==> src/rtl/falu_sequencer.sv <==
// Request sequencer for the combinational float ALU: queues ops, issues one at a time, returns results in order.
// Latency: accept into an empty idle block -> out_valid after ALU_LAT+1 edges; one result per ALU_LAT+1 cycles.
// Backpressure: in_ready drops when the request FIFO is full; a held result (out_ready low) stalls issue.
module falu_sequencer #(
    parameter int DEPTH   = 4,
    parameter int TAGW    = 4,
    parameter int ALU_LAT = 1
) (
    input  logic                     clk,
    input  logic                     reset,
    input  logic                     in_valid,
    output logic                     in_ready,
    input  logic [1:0]               in_opf,
    input  logic [31:0]              in_regb,
    input  logic [31:0]              in_regc,
    input  logic [TAGW-1:0]          in_tag,
    output logic [1:0]               alu_opf,
    output logic [31:0]              alu_regb,
    output logic [31:0]              alu_regc,
    input  logic [31:0]              alu_rega,
    output logic                     out_valid,
    input  logic                     out_ready,
    output logic [31:0]              out_rega,
    output logic [TAGW-1:0]          out_tag,
    output logic                     out_nan,
    output logic                     out_inf,
    output logic                     out_zero,
    output logic [$clog2(DEPTH):0]   count
);

    localparam int AW = $clog2(DEPTH);
    localparam int CW = AW + 1;
    localparam int LW = (ALU_LAT > 1) ? $clog2(ALU_LAT) : 1;

    localparam logic [1:0] S_IDLE = 2'd0;
    localparam logic [1:0] S_WAIT = 2'd1;
    localparam logic [1:0] S_HOLD = 2'd2;

    typedef struct packed {
        logic [1:0]      opf;
        logic [31:0]     regb;
        logic [31:0]     regc;
        logic [TAGW-1:0] tag;
    } req_t;

    req_t            r_mem [DEPTH];
    logic [AW-1:0]   r_wr_ptr;
    logic [AW-1:0]   r_rd_ptr;
    logic [CW-1:0]   r_count;
    logic [1:0]      r_state;
    logic [LW-1:0]   r_lat;
    logic [TAGW-1:0] r_tag;
    logic [1:0]      r_alu_opf;
    logic [31:0]     r_alu_regb;
    logic [31:0]     r_alu_regc;
    logic            r_out_valid;
    logic [31:0]     r_out_rega;
    logic [TAGW-1:0] r_out_tag;
    logic            r_out_nan;
    logic            r_out_inf;
    logic            r_out_zero;

    logic            w_push;
    logic            w_pop;
    logic            w_nonempty;
    req_t            w_head;
    req_t            w_in_req;
    logic [7:0]      w_exp;
    logic [22:0]     w_man;
    logic            w_nan;
    logic            w_inf;
    logic            w_zero;

    // Handshake, pop decision and class decode of the live ALU result
    always_comb begin
        w_nonempty = (r_count != '0);
        w_push     = in_valid && in_ready;
        w_pop      = w_nonempty &&
                     ((r_state == S_IDLE) || ((r_state == S_HOLD) && out_ready));
        w_head     = r_mem[r_rd_ptr];
        w_in_req   = '{opf: in_opf, regb: in_regb, regc: in_regc, tag: in_tag};
        w_exp      = alu_rega[30:23];
        w_man      = alu_rega[22:0];
        w_nan      = (w_exp == 8'hFF) && (w_man != '0);
        w_inf      = (w_exp == 8'hFF) && (w_man == '0);
        w_zero     = (w_exp == 8'h00) && (w_man == '0);
    end

    // FIFO storage; entries need no reset because the pointers define validity
    always_ff @(posedge clk) begin
        if (w_push) begin
            r_mem[r_wr_ptr] <= w_in_req;
        end
    end

    // FIFO pointers and occupancy; power-of-two depth lets pointers wrap naturally
    always_ff @(posedge clk or posedge reset) begin
        if (reset) begin
            r_wr_ptr <= '0;
            r_rd_ptr <= '0;
            r_count  <= '0;
        end else begin
            if (w_push) begin
                r_wr_ptr <= r_wr_ptr + 1'b1;
            end
            if (w_pop) begin
                r_rd_ptr <= r_rd_ptr + 1'b1;
            end
            if (w_push && !w_pop) begin
                r_count <= r_count + 1'b1;
            end else if (!w_push && w_pop) begin
                r_count <= r_count - 1'b1;
            end
        end
    end

    // Issue/wait/hold sequencer: one op in flight, result held until consumed
    always_ff @(posedge clk or posedge reset) begin
        if (reset) begin
            r_state     <= S_IDLE;
            r_lat       <= '0;
            r_tag       <= '0;
            r_alu_opf   <= '0;
            r_alu_regb  <= '0;
            r_alu_regc  <= '0;
            r_out_valid <= 1'b0;
            r_out_rega  <= '0;
            r_out_tag   <= '0;
            r_out_nan   <= 1'b0;
            r_out_inf   <= 1'b0;
            r_out_zero  <= 1'b0;
        end else begin
            case (r_state)
                S_IDLE: begin
                    if (w_pop) begin
                        r_alu_opf  <= w_head.opf;
                        r_alu_regb <= w_head.regb;
                        r_alu_regc <= w_head.regc;
                        r_tag      <= w_head.tag;
                        r_lat      <= LW'(ALU_LAT - 1);
                        r_state    <= S_WAIT;
                    end
                end
                S_WAIT: begin
                    if (r_lat == '0) begin
                        r_out_rega  <= alu_rega;
                        r_out_tag   <= r_tag;
                        r_out_nan   <= w_nan;
                        r_out_inf   <= w_inf;
                        r_out_zero  <= w_zero;
                        r_out_valid <= 1'b1;
                        r_state     <= S_HOLD;
                    end else begin
                        r_lat <= r_lat - 1'b1;
                    end
                end
                S_HOLD: begin
                    if (out_ready) begin
                        r_out_valid <= 1'b0;
                        if (w_pop) begin
                            r_alu_opf  <= w_head.opf;
                            r_alu_regb <= w_head.regb;
                            r_alu_regc <= w_head.regc;
                            r_tag      <= w_head.tag;
                            r_lat      <= LW'(ALU_LAT - 1);
                            r_state    <= S_WAIT;
                        end else begin
                            r_state <= S_IDLE;
                        end
                    end
                end
                default: begin
                    r_state     <= S_IDLE;
                    r_out_valid <= 1'b0;
                end
            endcase
        end
    end

    assign in_ready  = (r_count < CW'(DEPTH));
    assign count     = r_count;
    assign alu_opf   = r_alu_opf;
    assign alu_regb  = r_alu_regb;
    assign alu_regc  = r_alu_regc;
    assign out_valid = r_out_valid;
    assign out_rega  = r_out_rega;
    assign out_tag   = r_out_tag;
    assign out_nan   = r_out_nan;
    assign out_inf   = r_out_inf;
    assign out_zero  = r_out_zero;

endmodule

==> config.mk <==
export PLATFORM = sky130hd
export DESIGN_NAME = falu_sequencer
export DESIGN_NICKNAME = d
export VERILOG_FILES = /design/src/rtl/falu_sequencer.sv
export SDC_FILE = /design/constraint.sdc
export NUM_CORES = 1
export LEC_CHECK = 0
export CORE_MARGIN = 4
export CORE_UTILIZATION = 58
export CTS_CLUSTER_SIZE = 10
export DETAILED_ROUTE_END_ITERATION = 10
export PLACE_DENSITY = 0.84
export SYNTH_ARGS = -nofsm -noshare
export SYNTH_HDL_FRONTEND = slang
export SYNTH_SLANG_ARGS = --single-unit
==> constraint.sdc <==
create_clock -name clk -period 12 [get_ports clk]
set_input_delay 2.4 -clock clk [delete_from_list [all_inputs] [get_ports clk]]
set_output_delay 2.4 -clock clk [all_outputs]
set_load 0.01 [all_outputs]
==> metrics.md, run 1 <==
| Metric | Value |
|---|---|
| Max cap viols | 0 |
| Worst Skew | 14.1 ps |
| Worst hold path depth | 2 |
| Worst setup margin | 7710 ps |
| Post-cts hold buffer count | 0 |
| Reg2reg start | r_rd_ptr[0]$_DFFE_PP0P_ |
| Synth Cell Area | between 10000 and 15000 µm² |
| Core box area | 25100 µm² |
| Critical-path top delay cell | buf_4 |
| CP Capture Type | register |
| Core Util, Final | 0.737 |
| Share of the synthesized area in the top cell type | 0.569 |
| Critical path depth | 4 |
| Dominant delay contributor by cell family on the critical path | buffers and inverters |
| Post-route ant nets | 0 |
| Crit path DAT | 4430 ps |
| Worst R2R Path Depth | 3 |
| Worst hold endpoint | out_inf$_DFFE_PP0P_ |
| PostCTS Resize Cnt | 0 |
| Initial antenna violation count | 2 |
| RSZ-0062 raised after global routing | no |
| Hold WS | about 480 ps |
| Power Total | 4.76 mW |
| Worst ir drop on vdd | 0.184 mV |
| Most common cell in the synthesized netlist | edfxtp_1 |
| Layout cell share with drive strength beyond 1 | 0.254 |
| Layout area overhead | 25.1% |
| Tightest Hold Check Type | register to register |
| Post-synth EDFFs | 280 |
| Routed vias | just over 7000 |
| Clock Pin Slew Worst Setup and Hold Paths | 50 ps |
| CTS Buf Count | 45 |
| Row count | just under 60 |
| Outcome | finished, final reports clean |
| Final nets | approximately 1000 |
| Ys async rst share | 0.298 |
| Pre-antenna DRT Iters | 5 |
| Port bufs | 215 |
| P per Cell Area | 257 nW/µm² |
| Final setup fails | 0 |
| Worst setup SP type | input port |
| Seq cells post-synth | approximately 400 |
| GRT Resource Usage Total | 0.209 |
| Bufs on Longest Clock Path | 3 |
| Critical Path RT | 12140 ps |
| HP Start | out_inf$_DFFE_PP0P_ |
| Synth Warn # | 0 |
| Critical Path, Cell by Cell | clkdlybuf4s50_1 -> nor2b_1 -> and2_4 -> buf_4 |
| Commonest cells in the netlist | 280 x edfxtp_1, 119 x dfrtp_1, 104 x mux2_2, 68 x mux4_2, 14 x buf_6 |
| CTS tree | built |
| Grt ovf | 0 |
| Min Tclk post-route | 4290 ps |
| DR DRC count | 0 |
| Die Height | 168 µm |
| Clk sink count | about 400 |
| Vias/cell | 5.61 |
| CP max FO | 70 |
| Crit Path Category | input port to register |
| Fmax | 233 MHz |
| Largest net degree at the start of global routing | 72 |
| First-pass GRT wire length | 45700 µm |
| DR iter-0 viols | between 400 and 500 |
| HPWL Detailed | 16900 µm |
| Leakage | 6.47 nW |
| Setup TNS Final | 0 ps |
| Synth Area per Inst | 22.3 µm² |
| DP Worst Slack | 7180 ps |
| Die area | 28100 µm² |
| Fin. Hold Viols | 0 |
| R2r endpoint | alu_opf[1]$_DFFE_PP0P_ |
| Slowest stage delay, CP | 780 ps |
| Clock Latency Late Sink | around 530 ps |
| Primary FF master, synth | edfxtp_1 |
| Clock H-tree levels | 2 |
| Seq/Total Area, Yosys | 0.770 |
| DR WL/cell | 22.7 µm |
| GPL Wtd Cong | around 0.9 |
| Leading area contributor after synthesis | edfxtp_1 |
| Slew HR | 0.251 |
| WL final | about 29000 µm |
| Chip width | 168 µm |
| Crit share post-route | 0.357 |
| Starting density of the core | 0.589 |
| Post-synthesis cell count | ~660 |
| Clock root cell | clkbuf_16 |
| Worst-Margin Slew | 1120 ps |
| Count of pins over their slew limit | 0 |
| Worst R2R Setup Slack | 9250 ps |
| Vias in the first global route | between 7000 and 8000 |
| Mapped Nets | 774 |
| Top cells by area, synth | edfxtp_1 57%, dfrtp_1 20%, mux4_2 10%, mux2_2 7.9%, buf_6 1.1% |
| Worst path bufs/invs | 2 |
| I/O Pins | 216 |
| Post-synthesis cell type count | 28 |
| Post-CTS setup buffer count | 0 |
state kept, by name, indices dropped and copies added (netlist names):
register and cells:
r_mem 280, alu_regb 32, alu_regc 32, out_rega 32, out_tag 4, r_tag 4
count 3, alu_opf 2, r_rd_ptr 2, r_state 2, r_wr_ptr 2, out_inf 1
out_nan 1, out_valid 1, out_zero 1
per-layer routing:
layer	part of all wire	vias up	global-route usage
met5	0.00045	-	0
met4	0.018	2	0.0522
met3	0.070	44	0.0545
met2	0.51	262	0.350
met1	0.40	3653	0.279
li1	-	3136	-
layout by cell type, fill, tap and decap left out, types with 2 or more instances in the layout:
cell and n:
and2_4 4, o21ai_0 3, inv_6 2, nand4_1 2
xor2_1 2, nand2_1 7, clkbuf_16 47, nor2_1 2
inv_1 6, dfrtp_1 117, mux4_1 2, ha_1 5
nor3_1 3, xnor2_1 4, mux2_2 104, mux2_4 3
edfxtp_1 280, clkbuf_1 33, dfrtp_4 2, mux4_2 68
nor4_1 7, clkdlybuf4s50_1 215, nor2b_1 2, buf_4 5
worst max-delay path by stage:
stage | startpoint | endpoint | slack [ps]
finish | in_valid | r_mem[3][20]$_DFFE_PP_ | 7710
global route | in_valid | r_mem[3][19]$_DFFE_PP_ | 7630
CTS | in_valid | r_mem[3][19]$_DFFE_PP_ | 7730
detailed placement | in_valid | r_mem[3][20]$_DFFE_PP_ | 7180
global placement | in_valid | r_mem[3][21]$_DFFE_PP_ | 7230
floorplan | reset | alu_opf[0]$_DFFE_PP0P_ | 6440
cell type report:
class	instances	area, µm²
Clock buffer	80	1300
Fill cell	1506	6610
Sequential cell	399	11400
Clock inverter	1	8.76
Inverter	7	31.3
Tap cell	330	413
Multi-Input combinational cell	226	3160
Antenna cell	1	2.50
Timing Repair Buffer	220	2190
stage by stage:
stage          cell area (µm²)  instances
4_1_cts                  18500       1263
5_1_grt                  18500       1264
6_report                 18500       1264
2_1_floorplan            14800        662
3_3_place_gp             17200       1182
3_5_place_dp             17200       1182
tightest hold or removal path, delay by kind of cell (launching register included):
family,cells,cell delay [ps]
and+or+nand+nor,1,40
AOI/OAI and AO/OA,1,60
DFF,1,330
kinds of logic after synthesis:
kind of cell / after synthesis / share of synthesized area
DFF: 399 / 0.770
muxes: 177 / 0.189
buffers and inverters: 37 / 0.0172
and+or+nand+nor: 31 / 0.0113
AOI/OAI and AO/OA: 6 / 0.00262
xor gates and xnor gates: 6 / 0.00356
adders and majority gates: 6 / 0.00559
where the power goes:
part | internal, mW | leakage [nW] | switching (mW)
clock | 0.727 | 0.623 | 0.491
sequential | 1.84 | 3.94 | 0.238
combinational | 0.889 | 1.90 | 0.575
total | 3.46 | 6.47 | 1.30
No activity file was read; power rests on OpenSTA's default activity.
==> run 2, diff against run 1 <==
CORE_UTILIZATION = 54   (was 58)
PLACE_DENSITY = 0.79   (was 0.84)
clock period = 4.15 ns   (was 12 ns; I/O delays follow)
==> run 2 against run 1 <==
Net effect:
- core utilization fell by 4.5 points
- clock skew up 8.0 ps
- die area up 7.1%
- design area increased by 0.85%
- critical path type unchanged
==> metrics.md, run 2 (same netlist as run 1, synthesis figures left out) <==
| Metric | Value |
|---|---|
| RSZ-0062 raised after global routing | no |
| Leakage | 6.53 nW |
| DR iter-0 viols | 457 |
| Clock Latency Late Sink | between 500 and 600 ps |
| Vias in the first global route | 7697 |
| Routed vias | 7197 |
| Crit share post-route | 0.612 |
| Critical Path, Cell by Cell | clkdlybuf4s50_1 -> nor2b_1 -> and2_4 -> buf_12 |
| Clk sink count | between 300 and 400 |
| DR DRC count | 0 |
| Vias/cell | 5.61 |
| Final setup fails | 0 |
| Fmax | 394 MHz |
| Die Height | 173 µm |
| Worst Skew | 22.2 ps |
| Bufs on Longest Clock Path | 3 |
| Worst R2R Path Depth | 3 |
| Worst ir drop on vdd | 0.431 mV |
| Core box area | 27000 µm² |
| Clock root cell | clkbuf_16 |
| Post-route ant nets | 0 |
| Critical Path RT | between 4000 and 5000 ps |
| Final nets | 1018 |
| Most frequent cells in the layout | 280 x edfxtp_1, 215 x clkdlybuf4s50_1, 117 x dfrtp_1, 104 x mux2_2, 68 x mux4_2 |
| DR WL/cell | 22.2 µm |
| Setup TNS Final | 0 ps |
| R2r endpoint | alu_opf[1]$_DFFE_PP0P_ |
| GPL Wtd Cong | 0.743 |
| CP max FO | 31 |
| Chip width | about 170 µm |
| Crit path DAT | 2740 ps |
| PostCTS Resize Cnt | 0 |
| CTS Buf Count | 46 |
| Layout area overhead | 26.2% |
| Hold WS | 474 ps |
| I/O Pins | 216 |
| Crit Path Category | input port to register |
| Worst hold path depth | 1 |
| Port bufs | around 220 |
| WL final | 28400 µm |
| Initial antenna violation count | 2 |
| Largest net degree at the start of global routing | 105 |
| P per Cell Area | approximately 740 nW/µm² |
| Max cap viols | 0 |
| Filler cell count in the final layout | 1671 |
| Worst setup SP type | input port |
| First-pass GRT wire length | approximately 45000 µm |
| Slowest stage delay, CP | just under 600 ps |
| HPWL Detailed | 17300 µm |
| Die area | 30100 µm² |
| CTS tree | built |
| Fin. Hold Viols | 0 |
| Pre-antenna DRT Iters | 7 |
| Critical-path top delay cell | and2_4 |
| Layout cell share with drive strength beyond 1 | 0.261 |
| Commonest non-fill, non-tap cell in the layout | edfxtp_1 |
| Tightest Hold Check Type | register to register |
| Starting density of the core | 0.548 |
| Count of pins over their slew limit | 0 |
| Outcome | finished, final reports clean |
| CP Capture Type | register |
| HP Start | out_valid$_DFFE_PP0P_ |
| Post-CTS setup buffer count | 0 |
| Clock H-tree levels | 2 |
| Reg2reg start | r_rd_ptr[0]$_DFFE_PP0P_ |
| Worst-Margin Slew | roughly 1100 ps |
| Biggest register | r_mem |
| Clock Pin Slew Worst Setup and Hold Paths | ~50 ps |
| Worst R2R Setup Slack | 1810 ps |
| Largest register FFs | 280 |
| Row count | 60 |
| Min Tclk post-route | 2540 ps |
| Worst hold endpoint | out_valid$_DFFE_PP0P_ |
| Crit path from | in_valid |
| GRT Resource Usage Total | 0.190 |
| Slew HR | 0.294 |
| Grt ovf | 0 |
| Post-cts hold buffer count | 0 |
==> run 2: worst max-delay path: cells and delay by family <==
family,cells,cell delay [ps]
buffers and inverters,2,740
and+or+nand+nor,2,1140
==> run 2: power breakdown <==
part / total (mW) / internal [mW] / leakage [nW] / switching [mW]
Combinational: 4.30 / 2.63 / 1.96 / 1.67
Sequential: 5.99 / 5.31 / 3.94 / 0.671
Clock: 3.55 / 2.12 / 0.633 / 1.43
Total: 13.8 / 10.1 / 6.53 / 3.77
==> run 2: how the worst max path moves through the flow <==
stage	endpoint	slack [ps]	cells after the start
6_report	r_mem[3][66]$_DFFE_PP_	1610	4
5_1_grt	count[2]$_DFFE_PP0P_	1440	8
4_1_cts	r_mem[1][66]$_DFFE_PP_	1580	4
3_5_place_dp	r_mem[0][14]$_DFFE_PP_	1070	4
3_3_place_gp	r_mem[3][14]$_DFFE_PP_	1100	4
2_1_floorplan	alu_opf[0]$_DFFE_PP0P_	160	1
==> run 2: per-layer routing <==
layer	vias to the layer above	global-route usage	wire [µm]	part of all wire
met5	-	0	17	0.00060
met4	2	0.0585	594	0.021
met3	44	0.0441	1710	0.060
met2	275	0.309	14200	0.50
met1	3726	0.261	11900	0.42
li1	3150	-	-	-
==> run 2: stage by stage <==
stage                     instances   util  setup WS, ps  cell area [µm²]  power, mW
after floorplan                 662      -           163            14800       8.60
after global placement         1199  0.643          1100            17300       10.3
after detailed placement       1199  0.643          1070            17300       10.4
after CTS                      1282  0.692          1580            18700       14.0
after global routing           1283  0.692          1440            18700       14.5
final                          1283  0.692          1610            18700       13.8
==> run 2: cell type report <==
| cell class | count | area (µm²) | area share |
|---|---|---|---|
| repair buffers | 226 | 2310 | 0.124 |
| multi-input cells | 226 | 3160 | 0.169 |
| flip-flops and latches | 399 | 11400 | 0.611 |
| well taps | 341 | 427 | 0.0229 |
| diodes | 1 | 2.50 | 0.000134 |
| clock inverters | 3 | 21.3 | 0.00114 |
| inverters | 7 | 31.3 | 0.00168 |
| clock buffers | 80 | 1310 | 0.0702 |
==> run 3, diff against run 2 <==
clock period = 2.59 ns   (was 4.15 ns; I/O delays follow)
==> run 3 against run 2 <==
Net effect:
- sequential share of layout area is 0.35 points lower
- worst hold slack worse by 15 ps
- non-clock buffer count up 12
- cell count is 0.62% higher
- via count shrank 0.35%
- register-to-register slack got worse by 1200 ps
- critical path depth fell by 2
- setup slack got worse by 1100 ps
- combinational power rose by 73%
- flip-flop and latch count unchanged
- wire length up 3.1%
==> metrics.md, run 3 (same netlist as run 1, synthesis figures left out) <==
| Metric | Value |
|---|---|
| Final nets | ~1000 |
| R2r endpoint | alu_opf[1]$_DFFE_PP0P_ |
| Critical Path Sink | in_ready |
| DR WL/cell | 22.7 µm |
| PostCTS Resize Cnt | 0 |
| Initial antenna violation count | 2 |
| Commonest non-fill, non-tap cell in the layout | edfxtp_1 |
| Die area | 30100 µm² |
| Vias/cell | between 5 and 6 |
| CP Capture Type | output pin |
| Sw Ratio | 0.274 |
| Filler cell count in the final layout | 1674 |
| Worst setup SP type | register |
| Layout cell share with drive strength beyond 1 | 0.268 |
| HPWL Detailed | 18000 µm |
| Post-CTS setup buffer count | 0 |
| Clock Latency Late Sink | 530 ps |
| Outcome | finished, final reports clean |
| Worst R2R Setup Slack | between 600 and 700 ps |
| Count of pins over their slew limit | 0 |
| Slew HR | 0.565 |
| CP max FO | 4 |
| Routed vias | roughly 7000 |
| Min Tclk post-route | around 2100 ps |
| Hold WS | 459 ps |
| Bufs on Longest Clock Path | 3 |
| I/O Pins | 216 |
| Clock Pin Slew Worst Setup and Hold Paths | 60 ps |
| Clk pwr share | 0.246 |
| WL final | 29300 µm |
| Die Height | 173 µm |
| First-pass GRT wire length | ~46000 µm |
| Finished Layout Cells | 1291 |
| Cell internal pwr | 16.1 mW |
| Critical-path top delay cell | clkdlybuf4s50_1 |
| Setup TNS Final | 0 ps |
| Max cap viols | 0 |
| Clock root cell | clkbuf_16 |
| Fin. Hold Viols | 0 |
| GRT Resource Usage Total | 0.197 |
| GPL Wtd Cong | about 0.81 |
| DP Worst Slack | around 190 ps |
| Crit share post-route | 0.801 |
| Power Total | 22.2 mW |
| Worst-Margin Slew | around 650 ps |
| Register area | between 10000 and 15000 µm² |
| Largest net degree at the start of global routing | 77 |
| Crit Path Category | register to output pin |
| Worst setup margin | 515 ps |
| Part of the power in registers | 0.419 |
| P per Cell Area | 1180 nW/µm² |
| Chip width | ~170 µm |
| Grt ovf | 0 |
| Slowest stage delay, CP | 540 ps |
| Sw Pwr | 6.08 mW |
| Pre-antenna DRT Iters | 4 |
| Leakage | ~6.6 nW |
| Comb power frac | 0.334 |
| Worst ir drop on vdd | 0.802 mV |
| Worst R2R Path Depth | 3 |
| Tightest Hold Check Type | input port to asynchronous set/reset pin |
| Vias in the first global route | between 7000 and 8000 |
| Clk sink count | 399 |
| Worst Skew | 22.7 ps |
| Final setup fails | 0 |
| Most frequent cells in the layout | 280 x edfxtp_1, 215 x clkdlybuf4s50_1, 117 x dfrtp_1, 104 x mux2_2, 68 x mux4_2 |
| Largest register FFs | 280 |
| Critical Path RT | 2070 ps |
| Layout area overhead | 26.9% |
| Crit path DAT | between 1500 and 2000 ps |
| Fmax | 482 MHz |
| Reg2reg start | r_rd_ptr[0]$_DFFE_PP0P_ |
| Post-route ant nets | 0 |
| Multi-input gate area | 3160 µm² |
| Post-cts hold buffer count | 0 |
| Row count | 60 |
| Biggest register | r_mem |
| DR iter-0 viols | about 370 |
| CTS Buf Count | 45 |
| CTS tree | built |
| Starting density of the core | 0.548 |
| DR DRC count | 0 |
| Critical Path, Cell by Cell | inv_1 -> clkdlybuf4s50_1 |
| Core box area | 27000 µm² |
| Clock H-tree levels | 2 |
| Crit path from | count[2]$_DFFE_PP0P_ |
| Port bufs | approximately 220 |
| RSZ-0062 raised after global routing | no |
| # placed instances | 1211 |
[run 3: cell count changes in the layout (fill, tap and decap cells not counted)]
| cell | previous run | this run |
|---|---|---|
| buf_12 | 6 | 13 |
| buf_4 | 5 | 10 |
| clkbuf_8 | 1 | 0 |
| clkbuf_16 | 47 | 45 |
| clkinv_2 | 1 | 0 |
[run 3: power groups by stage]
| stage | clock network, mW | logic (mW) | registers, mW |
|---|---|---|---|
| after floorplan | 0 | 4.19 | 9.57 |
| after global placement | 0 | 7.37 | 9.37 |
| after detailed placement | 0 | 7.53 | 9.41 |
| after CTS | 5.62 | 7.58 | 9.33 |
| after global routing | 5.93 | 7.94 | 9.48 |
| final | 5.47 | 7.42 | 9.30 |
[run 3: metal layers]
metal,routed length (µm),vias to the layer above,track usage
met5,13,-,0
met4,575,2,0.0512
met3,1760,47,0.0462
met2,15100,242,0.335
met1,11800,3709,0.259
li1,-,3172,-
[run 3: worst min path at each step]
stage / startpoint / slack (ps) / cells after the start / end
6_report: reset / 460 / 3 / out_rega[17]$_DFFE_PP0P_
4_1_cts: reset / 480 / 3 / out_rega[17]$_DFFE_PP0P_
2_1_floorplan: r_state[1]$_DFFE_PP0P_ / 470 / 2 / r_state[1]$_DFFE_PP0P_
3_3_place_gp: out_zero$_DFFE_PP0P_ / 460 / 2 / out_zero$_DFFE_PP0P_
5_1_grt: out_inf$_DFFE_PP0P_ / 500 / 2 / out_inf$_DFFE_PP0P_
3_5_place_dp: out_inf$_DFFE_PP0P_ / 480 / 2 / out_inf$_DFFE_PP0P_
[run 3: final cells by class]
class,count,share of cell area
Inverter,7,0.00160
Tap cell,341,0.0227
Sequential cell,399,0.607
Antenna cell,1,0.000133
Timing Repair Buffer,238,0.133
Clock buffer,77,0.0664
Multi-Input combinational cell,226,0.168
Clock inverter,2,0.000934
[run 3: critical path, delay by kind of cell, from the launching register on]
family,cells,cell delay (ps)
buffers and inverters,2,640
DFF,1,410
[run 3: per-stage QoR]
stage / utilization / area, µm²
3_3_place_gp: 0.649 / 17500
4_1_cts: 0.696 / 18800
3_5_place_dp: 0.649 / 17500
5_1_grt: 0.696 / 18800
6_report: 0.696 / 18800
2_1_floorplan: - / 14800
